<file path="src/rtl/recompute_scheduler.sv">
// Fault-table sequencer that time-shares the single recompute unit among faulty PEs.
// Issues one table entry per cycle with the PE's weight and row left input, then drains.
module recompute_scheduler #(
    parameter int ROWS       = 3,
    parameter int COLS       = 3,
    parameter int WORD_SIZE  = 16,
    parameter int MAX_FAULTS = 4,
    parameter int RU_LATENCY = 1
) (
    input  logic                            clk,
    input  logic                            rst,
    input  logic                            fault_wr_en,
    input  logic [ROWS-1:0]                 fault_row_in,
    input  logic [COLS-1:0]                 fault_col_in,
    input  logic                            fault_clear,
    input  logic                            start,
    input  logic                            hold,
    input  logic [ROWS*COLS*WORD_SIZE-1:0]  weights_in,
    input  logic [ROWS*WORD_SIZE-1:0]       left_in,
    output logic [ROWS-1:0]                 faultyRowOut,
    output logic [COLS-1:0]                 faultyColOut,
    output logic [WORD_SIZE-1:0]            Weight,
    output logic [WORD_SIZE-1:0]            LeftIn,
    output logic                            ru_valid,
    output logic                            busy,
    output logic                            done,
    output logic [$clog2(MAX_FAULTS+1)-1:0] fault_count,
    output logic                            table_full,
    output logic                            fault_err
);

    localparam int CW = $clog2(MAX_FAULTS + 1);
    localparam int IW = (MAX_FAULTS > 1) ? $clog2(MAX_FAULTS) : 1;
    localparam int DW = $clog2(RU_LATENCY + 1);

    typedef enum logic [1:0] {
        IDLE  = 2'd0,
        ISSUE = 2'd1,
        DRAIN = 2'd2,
        DONE  = 2'd3
    } state_t;

    state_t                 state_r, state_s;
    logic [IW-1:0]          idx_r, idx_s;
    logic [DW-1:0]          drain_r, drain_s;
    logic [ROWS-1:0]        tab_row_r [MAX_FAULTS];
    logic [ROWS-1:0]        tab_row_s [MAX_FAULTS];
    logic [COLS-1:0]        tab_col_r [MAX_FAULTS];
    logic [COLS-1:0]        tab_col_s [MAX_FAULTS];
    logic [CW-1:0]          count_r, count_s;
    logic                   err_r, err_s;
    logic                   dup_s;
    logic [ROWS-1:0]        row_out_r, row_out_s, sel_row_s;
    logic [COLS-1:0]        col_out_r, col_out_s, sel_col_s;
    logic [WORD_SIZE-1:0]   weight_r, weight_s, sel_weight_s;
    logic [WORD_SIZE-1:0]   left_r, left_s, sel_left_s;
    logic                   ru_valid_r, ru_valid_s;
    logic                   busy_r, done_r, full_r;

    function automatic logic row_onehot(input logic [ROWS-1:0] v);
        return (v != '0) && ((v & (v - ROWS'(1))) == '0);
    endfunction

    function automatic logic col_onehot(input logic [COLS-1:0] v);
        return (v != '0) && ((v & (v - COLS'(1))) == '0);
    endfunction

    assign faultyRowOut = row_out_r;
    assign faultyColOut = col_out_r;
    assign Weight       = weight_r;
    assign LeftIn       = left_r;
    assign ru_valid     = ru_valid_r;
    assign busy         = busy_r;
    assign done         = done_r;
    assign fault_count  = count_r;
    assign table_full   = full_r;
    assign fault_err    = err_r;

    // Duplicate detection against the currently valid table entries
    always_comb begin
        dup_s = 1'b0;
        for (int i = 0; i < MAX_FAULTS; i++) begin
            dup_s = dup_s | ((CW'(i) < count_r) && (tab_row_r[i] == fault_row_in)
                             && (tab_col_r[i] == fault_col_in));
        end
    end

    // Fault table write / clear / error tracking; the table is locked outside IDLE
    always_comb begin
        tab_row_s = tab_row_r;
        tab_col_s = tab_col_r;
        count_s   = count_r;
        err_s     = err_r;
        if (state_r == IDLE) begin
            if (fault_clear) begin
                count_s = '0;
                err_s   = 1'b0;
            end else if (fault_wr_en) begin
                if (!row_onehot(fault_row_in) || !col_onehot(fault_col_in)) begin
                    err_s = 1'b1;
                end else if (dup_s) begin
                    err_s = err_r;
                end else if (count_r == CW'(MAX_FAULTS)) begin
                    err_s = 1'b1;
                end else begin
                    for (int i = 0; i < MAX_FAULTS; i++) begin
                        tab_row_s[i] = (CW'(i) == count_r) ? fault_row_in : tab_row_r[i];
                        tab_col_s[i] = (CW'(i) == count_r) ? fault_col_in : tab_col_r[i];
                    end
                    count_s = count_r + CW'(1);
                end
            end else begin
                count_s = count_r;
            end
        end else if (fault_wr_en) begin
            err_s = 1'b1;
        end else begin
            err_s = err_r;
        end
    end

    // Select weight and left input for the one-hot (row, col) at idx
    always_comb begin
        sel_row_s    = tab_row_r[idx_r];
        sel_col_s    = tab_col_r[idx_r];
        sel_weight_s = '0;
        sel_left_s   = '0;
        for (int r = 0; r < ROWS; r++) begin
            sel_left_s = sel_left_s | ({WORD_SIZE{sel_row_s[r]}} & left_in[r*WORD_SIZE +: WORD_SIZE]);
            for (int c = 0; c < COLS; c++) begin
                sel_weight_s = sel_weight_s | ({WORD_SIZE{sel_row_s[r] & sel_col_s[c]}}
                               & weights_in[(r*COLS+c)*WORD_SIZE +: WORD_SIZE]);
            end
        end
    end

    // Pass sequencing: next state and next issue-output values
    always_comb begin
        state_s    = state_r;
        idx_s      = idx_r;
        drain_s    = drain_r;
        row_out_s  = row_out_r;
        col_out_s  = col_out_r;
        weight_s   = weight_r;
        left_s     = left_r;
        ru_valid_s = 1'b0;
        case (state_r)
            IDLE: begin
                if (start) begin
                    idx_s = '0;
                    // An empty table still spends one busy cycle so done lands one edge after start
                    if (count_r == '0) begin
                        state_s = DRAIN;
                        drain_s = '0;
                    end else begin
                        state_s = ISSUE;
                    end
                end else begin
                    state_s = IDLE;
                end
            end
            ISSUE: begin
                if (!hold) begin
                    row_out_s  = sel_row_s;
                    col_out_s  = sel_col_s;
                    weight_s   = sel_weight_s;
                    left_s     = sel_left_s;
                    ru_valid_s = 1'b1;
                    if ((CW'(idx_r) + CW'(1)) == count_r) begin
                        state_s = DRAIN;
                        drain_s = DW'(RU_LATENCY);
                    end else begin
                        idx_s = idx_r + IW'(1);
                    end
                end else begin
                    ru_valid_s = 1'b0;
                end
            end
            DRAIN: begin
                if (drain_r == '0) begin
                    state_s = DONE;
                end else begin
                    drain_s = drain_r - DW'(1);
                end
            end
            DONE: begin
                state_s = IDLE;
            end
            default: begin
                state_s = IDLE;
            end
        endcase
    end

    // State, table and registered outputs
    always_ff @(posedge clk or negedge rst) begin
        if (!rst) begin
            state_r    <= IDLE;
            idx_r      <= '0;
            drain_r    <= '0;
            for (int i = 0; i < MAX_FAULTS; i++) begin
                tab_row_r[i] <= '0;
                tab_col_r[i] <= '0;
            end
            count_r    <= '0;
            err_r      <= 1'b0;
            row_out_r  <= '0;
            col_out_r  <= '0;
            weight_r   <= '0;
            left_r     <= '0;
            ru_valid_r <= 1'b0;
            busy_r     <= 1'b0;
            done_r     <= 1'b0;
            full_r     <= 1'b0;
        end else begin
            state_r    <= state_s;
            idx_r      <= idx_s;
            drain_r    <= drain_s;
            tab_row_r  <= tab_row_s;
            tab_col_r  <= tab_col_s;
            count_r    <= count_s;
            err_r      <= err_s;
            row_out_r  <= row_out_s;
            col_out_r  <= col_out_s;
            weight_r   <= weight_s;
            left_r     <= left_s;
            ru_valid_r <= ru_valid_s;
            busy_r     <= (state_s == ISSUE) || (state_s == DRAIN);
            done_r     <= (state_s == DONE);
            full_r     <= (count_s == CW'(MAX_FAULTS));
        end
    end

endmodule

</file>
<file path="config.mk">
export PLATFORM = sky130hd
export DESIGN_NAME = recompute_scheduler
export DESIGN_NICKNAME = d
export VERILOG_FILES = /design/src/rtl/recompute_scheduler.sv
export SDC_FILE = /design/constraint.sdc
export NUM_CORES = 1
export LEC_CHECK = 0
export ABC_AREA = 1
export CAP_MARGIN = 20
export CELL_PAD_IN_SITES_DETAIL_PLACEMENT = 1
export CELL_PAD_IN_SITES_GLOBAL_PLACEMENT = 2
export CORE_MARGIN = 2
export CORE_UTILIZATION = 32
export CTS_CLUSTER_DIAMETER = 100
export DETAILED_ROUTE_END_ITERATION = 8
export DONT_BUFFER_PORTS = 1
export PLACE_DENSITY_LB_ADDON = 0.1
export REMOVE_ABC_BUFFERS = 1
export SYNTH_ARGS = -nofsm -noshare
export SYNTH_HDL_FRONTEND = slang
export SYNTH_SLANG_ARGS = --single-unit
</file>
<file path="constraint.sdc">
create_clock -name clk -period 2.1 [get_ports clk]
set_clock_uncertainty 0.15 [all_clocks]
set_input_delay 0.21 -clock clk [delete_from_list [all_inputs] [get_ports clk]]
set_output_delay 0.21 -clock clk [all_outputs]
set_load 0.02 [all_outputs]
</file>
Yosys cells after proc, flatten, opt, wreduce, memory -nomap -nowiden
Index checks and enable logic that the tools add are counted.
{"block": "totals", "latchBits": 0, "ramBits": 0, "rom_bits": 0, "mem_count": 0, "elab_cells": 170, "register_bits": 75}
{"block": "classes", "addsub": 6, "mul": 0, "n_shift": 0, "bitwise": 42, "eq_ne": 27, "mux": 37, "reduce_logical": 32, "n_div": 0, "magnitude_cmp": 5}
{"operator": "$and A16 B16 Y16", "n": 12}
{"operator": "$or A16 B16 Y16", "n": 10}
{"operator": "$mux W3", "n": 10}
{"operator": "$reduce_and A7 Y1", "n": 4}
{"operator": "$eq A3 B3 Y1", "n": 9}
{"operator": "$mux W2", "n": 8}
{"operator": "$mux W1", "n": 14}
{"operator": "$bmux W3 S2", "n": 2}
{"operator": "$logic_and A1 B1 Y1", "n": 10}
{"operator": "$and A1 B1 Y1", "n": 9}
{"operator": "$logic_not A3 Y1", "n": 3}
{"operator": "$reduce_bool A3 Y1", "n": 3}
{"operator": "$eq A2 B2 Y1 const B", "n": 4}
{"operator": "$ne A2 B2 Y1 const B", "n": 4}
{"operator": "$pmux W2 S4", "n": 1}
{"operator": "$reduce_and A4 Y1", "n": 2}
{"operator": "$and A3 B3 Y3", "n": 2}
{"operator": "$eq A2 B3 Y1 const A", "n": 2}
{"operator": "$eq A3 B3 Y1 const B", "n": 2}
{"operator": "$lt A1 B3 Y1 const A", "n": 2}
{"operator": "$lt A2 B3 Y1 const A", "n": 2}
{"operator": "$reduce_bool A2 Y1", "n": 3}
{"operator": "$sub A3 B1 Y3 const B", "n": 2}
{"operator": "$not A1 Y1", "n": 5}
{"operator": "other kinds (19)", "n": 24}

Logic depth before layout (Yosys ltp)
{"block": "logic_depth", "depth_word": 14, "depth_mapped": 16, "ltp_nobuf": 14}

Least setup slack after synthesis
No wires, ideal clock.
{"block": "synth_path", "path_type": "reg-to-reg", "from": "reg count_r[0] (netlist: fault_count[0])", "to": "reg tab_col_r[6] in the netlist's numbering", "slack_ps": 75, "t_arrival_ps": 1758, "path_stages_with_launch": 10, "setup_ps": 117, "cell_sequence": "dfrtp_1 -> inv_1 -> ha_1 -> nand2_1 -> nand2_1 -> nor2_1 -> nand3_2 -> nand3b_1 -> nand2_1 -> nand2_1"}
{"block": "synth_via", "elab_chain_len": 8, "word_cells_on_any_way": 20, "classes_between": "order compare (4); eq/ne (2); bitwise (5); reduce/logical (9)"}
{"element": "start: declaration", "line_no": "50", "rtl": "logic [CW-1:0] count_r, count_s;"}
{"element": "start signal: assignment", "line_no": "221", "rtl": "count_r <= count_s;"}
{"element": "$lt A1 B3 Y1", "line_no": "83", "rtl": "dup_s = dup_s | ((CW'(i) < count_r) && (tab_row_r[i] == fault_row_in)"}
{"element": "$logic_and A1 B1 Y1", "line_no": "83"}
{"element": "$logic_and A1 B1 Y1", "line_no": "84", "rtl": "&& (tab_col_r[i] == fault_col_in));"}
{"element": "$or A1 B1 Y1 (3 in a row)", "line_no": "83"}
{"element": "$not A1 Y1 (no line)"}
{"element": "$reduce_and A7 Y1 (no line) *"}
{"element": "end signal: assignment", "line_no": "220", "rtl": "tab_col_r <= tab_col_s;"}
{"element": "end: declaration", "line_no": "48", "rtl": "logic [COLS-1:0] tab_col_r [MAX_FAULTS];"}
Every way passes the cells marked *; elsewhere a longest branch is shown, timed or not.
A chain may end at the register's enable or synchronous reset.

Worst setup path after layout
{"block": "layout_path", "from": "reg idx_r[0]", "to": "reg left_r[13] (netlist: LeftIn[13])"}
{"block": "layout_via", "elab_chain_len": 7, "word_cells_on_any_way": 9, "classes_between": "mux (3); bitwise (6)"}
{"element": "start: declaration", "line_no": "44", "rtl": "logic [IW-1:0] idx_r, idx_s;"}
{"element": "start signal: assignment", "line_no": "217", "rtl": "idx_r <= idx_s;"}
{"element": "$not A2 Y3 (implied by the code) *", "line_no": "124", "rtl": "sel_row_s = tab_row_r[idx_r];"}
{"element": "$bmux W3 S2 *", "line_no": "124"}
{"element": "$mux W3 (implied by the code) * (2 in a row)", "line_no": "124"}
{"element": "$and A16 B16 Y16", "line_no": "129", "rtl": "sel_left_s = sel_left_s | ({WORD_SIZE{sel_row_s[r]}} & left_in[r*WORD_SIZE +: WORD_SIZE]);"}
{"element": "$or A16 B16 Y16", "line_no": "129"}
{"element": "$or A16 B16 Y16 *", "line_no": "129"}
{"element": "end signal: assignment", "line_no": "226", "rtl": "left_r <= left_s;"}
{"element": "end: declaration", "line_no": "56", "rtl": "logic [WORD_SIZE-1:0] left_r, left_s, sel_left_s;"}
Every way passes the cells marked *; elsewhere a longest branch is shown, timed or not. The select of a mux whose other input is x is not followed.

==> flow_metrics.env <==
export IMPL_status="completed"
export IMPL_ys_ff_latch=75
export IMPL_io_pins=250
export IMPL_syn_avg_cell_area_um2=6.712
export IMPL_wl_um=21350
export IMPL_hold_slack_ns=0.004755
export IMPL_fin_crit_ns=2.020
export IMPL_cap_violations=0
export IMPL_maxSlewViolCount=0
export IMPL_via_per_inst=5.188
export IMPL_io_buffers=0
export IMPL_area_sequential_um2=1882
export IMPL_p_int_mw=4.922
export IMPL_route_vias_total=5567
export IMPL_die_x_um=130.9
export IMPL_min_period_over_period_pct=96.20
export IMPL_grt_pass1_wl_um=30640
export IMPL_finalSetupViolations=0
export IMPL_gp_congestion=0.8380
export IMPL_seqPwrFrac_pct=31.8
export IMPL_synth_area_um2=5155
export IMPL_layout_drive_gt1_share_pct=15.75
export IMPL_worst_setup_path_end_kind="flop"
export IMPL_fmax_ghz=0.4950
export IMPL_worstPathRequired_ns=2.18
export IMPL_drc=0
export IMPL_arrival_ns=2.10
export IMPL_diodes=0
export IMPL_peakVddDrop_mv=0.5358
export IMPL_numCtsBuffers=9
export IMPL_ys_types=32
export IMPL_final_antenna_net_count=0
export IMPL_pwr_share_clk_pct=18.9
export IMPL_placed_cells=993
export IMPL_instances_no_fill=1073
export IMPL_leakagePower_nw=3.121
export IMPL_rows=46
export IMPL_die_h_um=130.9
export IMPL_layout_nets=1061
export IMPL_initial_utilization_pct=32.57
export IMPL_hold_viol=0
export IMPL_area_delta_synth_final_pct=31.07
export IMPL_hpwl_um=15720
export IMPL_cts_tree="built"
export IMPL_holdCritPathClass="in2reg"
export IMPL_p_switching_mw=4.262
export IMPL_power_density_nw_per_um2=1359
export IMPL_post_drt_wl_per_cell_um=19.89
export IMPL_yosysWarnings=0
export IMPL_fin_tns_setup_ns=0
export IMPL_cts_root_buf="clkbuf_16"
export IMPL_start_kind="flop"
export IMPL_max_slew_margin_pct=68.34
export IMPL_grt_pass1_vias=5676
export IMPL_worstSetupPathType="reg2reg"
export IMPL_clockBufferDepth=2
export IMPL_dieArea_um2=17140
export IMPL_core_um2=15830
export IMPL_clkLatencyLatePin_ns=0.35
export IMPL_cts_sinks=75
export IMPL_comb_power_share_pct=49.3
export IMPL_grt_start_max_net_pins=76
export IMPL_tightest_slew_ns=0.4713
export IMPL_clkTransAtPathRegs_ns=0.07
export IMPL_drtIter0Drc=239
export IMPL_rsz0062_at_grt="yes"
export IMPL_htreeDepth=3
export IMPL_synth_seq_area_share_pct=36.41
export IMPL_sw_frac_of_total_pct=46.41
export IMPL_netlist_instances=768
export IMPL_gr_total_overflow=0
export IMPL_multi_input_area_um2=2969
export IMPL_dr_pass1_iters=4
export IMPL_antenna_found_initial=0
export IMPL_crit_fanout=19
export IMPL_track_usage_pct=23.96
export IMPL_fill_cells=2022
area by class of cell:
cell class / instances / share of cell area (%)
clock inverters: 7 / 1.481
well taps: 216 / 4.000
inverters: 54 / 3.241
clock buffers: 9 / 3.333
repair buffers: 102 / 16.04
multi-input cells: 609 / 43.94
repair inverters: 1 / 0.1111
flip-flops and latches: 75 / 27.85
synthesized netlist by cell type:
| library cell | number | share of area (%) |
|---|---|---|
| o21ai_1 | 22 | 2.1 |
| inv_2 | 8 | 0.58 |
| buf_4 | 13 | 1.9 |
| o21ai_0 | 36 | 3.5 |
| nor2_1 | 70 | 5.1 |
| dfrtp_1 | 75 | 36 |
| nor2_4 | 10 | 2.2 |
| nand2_1 | 308 | 22 |
| a21oi_1 | 27 | 2.6 |
| mux2i_1 | 1 | 0.19 |
| nor2_2 | 2 | 0.24 |
| nand4_1 | 3 | 0.36 |
| or2_2 | 1 | 0.12 |
| xnor2_1 | 6 | 1.0 |
| clkbuf_1 | 5 | 0.36 |
| nor3_1 | 4 | 0.39 |
| nand3b_1 | 1 | 0.15 |
| buf_2 | 12 | 1.2 |
| inv_1 | 43 | 3.1 |
| nand3_1 | 67 | 6.5 |
| nand2_2 | 2 | 0.24 |
| o311ai_0 | 1 | 0.17 |
| ha_1 | 5 | 1.2 |
| xor2_1 | 3 | 0.51 |
| inv_4 | 2 | 0.24 |
| a22o_1 | 16 | 2.7 |
| nand3_2 | 3 | 0.58 |
| nand2_4 | 2 | 0.44 |
| o211ai_1 | 2 | 0.29 |
| nor3_4 | 1 | 0.32 |
| a2bb2oi_1 | 16 | 2.7 |
| clkinv_1 | 1 | 0.073 |
final timing paths:
check | startpoint | endpoint | slack [ns] | cells past startpoint
min | left_in[28] | LeftIn[12]$_DFFE_PN0P_ | 0.005 | 3
min in group asynchronous | rst | LeftIn[8]$_DFFE_PN0P_ | 0.26 | 2
max | idx_r[0]$_DFFE_PN0P_ | LeftIn[13]$_DFFE_PN0P_ | 0.08 | 9
max reg2reg | idx_r[0]$_DFFE_PN0P_ | LeftIn[13]$_DFFE_PN0P_ | 0.08 | 9
min reg2reg | tab_row_r[8]$_DFFE_PN0P_ | tab_row_r[8]$_DFFE_PN0P_ | 0.37 | 2
max in group asynchronous | rst | tab_col_r[8]$_DFFE_PN0P_ | 1.14 | 2
metal layers:
layer | up-vias | wire length, um | global-route usage [%]
li1 | 2656 | - | -
met5 | - | 0 | 0
met1 | 2692 | 8455 | 27.53
met4 | 0 | 620 | 8.698
met3 | 40 | 1224 | 4.479
met2 | 179 | 11050 | 44.30
flip-flops by register name (all words and copies together), names as in the netlist, 3 cells and up:
name	flops
LeftIn	16
Weight	16
tab_col_r	12
tab_row_r	12
fault_count	3
faultyColOut	3
faultyRowOut	3
repair_timing:
item                       4_1_cts  5_1_grt
buffers inserted                 2       16
gates resized for setup          7       35
pin swaps                        0       26
hold buffers                    43        2
hold endpoints to repair       126       75
cloned                           0        1
setup endpoints to repair       30       58
critical path: stages (launching register included):
cell and delay, ns:
dfrtp_2 0.44, buf_8 0.17, a21oi_1 0.12, o21ai_1 0.11, nand2_4 0.16, clkinvlp_4 0.13
buf_12 0.16, a22o_1 0.22, a21oi_1 0.16, o21ai_1 0.08
power by group through the flow:
stage	combinational, mW	clock [mW]	sequential [mW]
3_3_place_gp	3.79	0	2.93
5_1_grt	5.02	1.83	2.99
6_report	4.52	1.74	2.92
4_1_cts	4.24	1.77	2.92
3_5_place_dp	3.93	0	2.94
2_1_floorplan	2.59	0	2.82
through the flow:
| stage | setup slack [ns] | util [%] | instance area [um^2] | total power, mW |
|---|---|---|---|---|
| floorplan | -0.8051 | - | 4979 | 5.411 |
| global placement | 0.01446 | 35.82 | 5669 | 6.722 |
| detailed placement | -0.02944 | 35.82 | 5669 | 6.870 |
| CTS | 0.002311 | 40.99 | 6487 | 8.934 |
| global route | -0.08527 | 42.69 | 6756 | 9.850 |
| finish | 0.07985 | 42.69 | 6756 | 9.184 |
cell usage in the layout, fill, tap and decap left out, types with 11 or more instances in the layout:
master | synthesis | layout
nand3_1 | 67 | 66
dlygate4sd3_1 | 0 | 40
a2bb2oi_1 | 16 | 16
a22o_1 | 16 | 16
buf_12 | 0 | 13
nor2_4 | 10 | 11
a21oi_1 | 27 | 24
o21ai_0 | 36 | 33
inv_1 | 43 | 38
nor2_1 | 70 | 67
nand2_2 | 2 | 11
dfrtp_1 | 75 | 71
o21ai_1 | 22 | 24
buf_4 | 13 | 41
nand2_1 | 308 | 298
kinds of logic (layout without fill, tap and decap cells):
group / Yosys count / after routing / share of synthesized area, %
AO/OA/AOI/OAI: 120 / 120 / 14.15
XOR/XNOR: 9 / 9 / 1.529
adder cells (fa/ha/maj): 5 / 5 / 1.214
buffers and inverters: 84 / 173 / 7.451
flip-flops: 75 / 75 / 36.41
multiplexers: 1 / 1 / 0.1942
AND/OR/NAND/NOR: 474 / 474 / 39.05
Note: power is estimated with default switching activity, not from simulation.
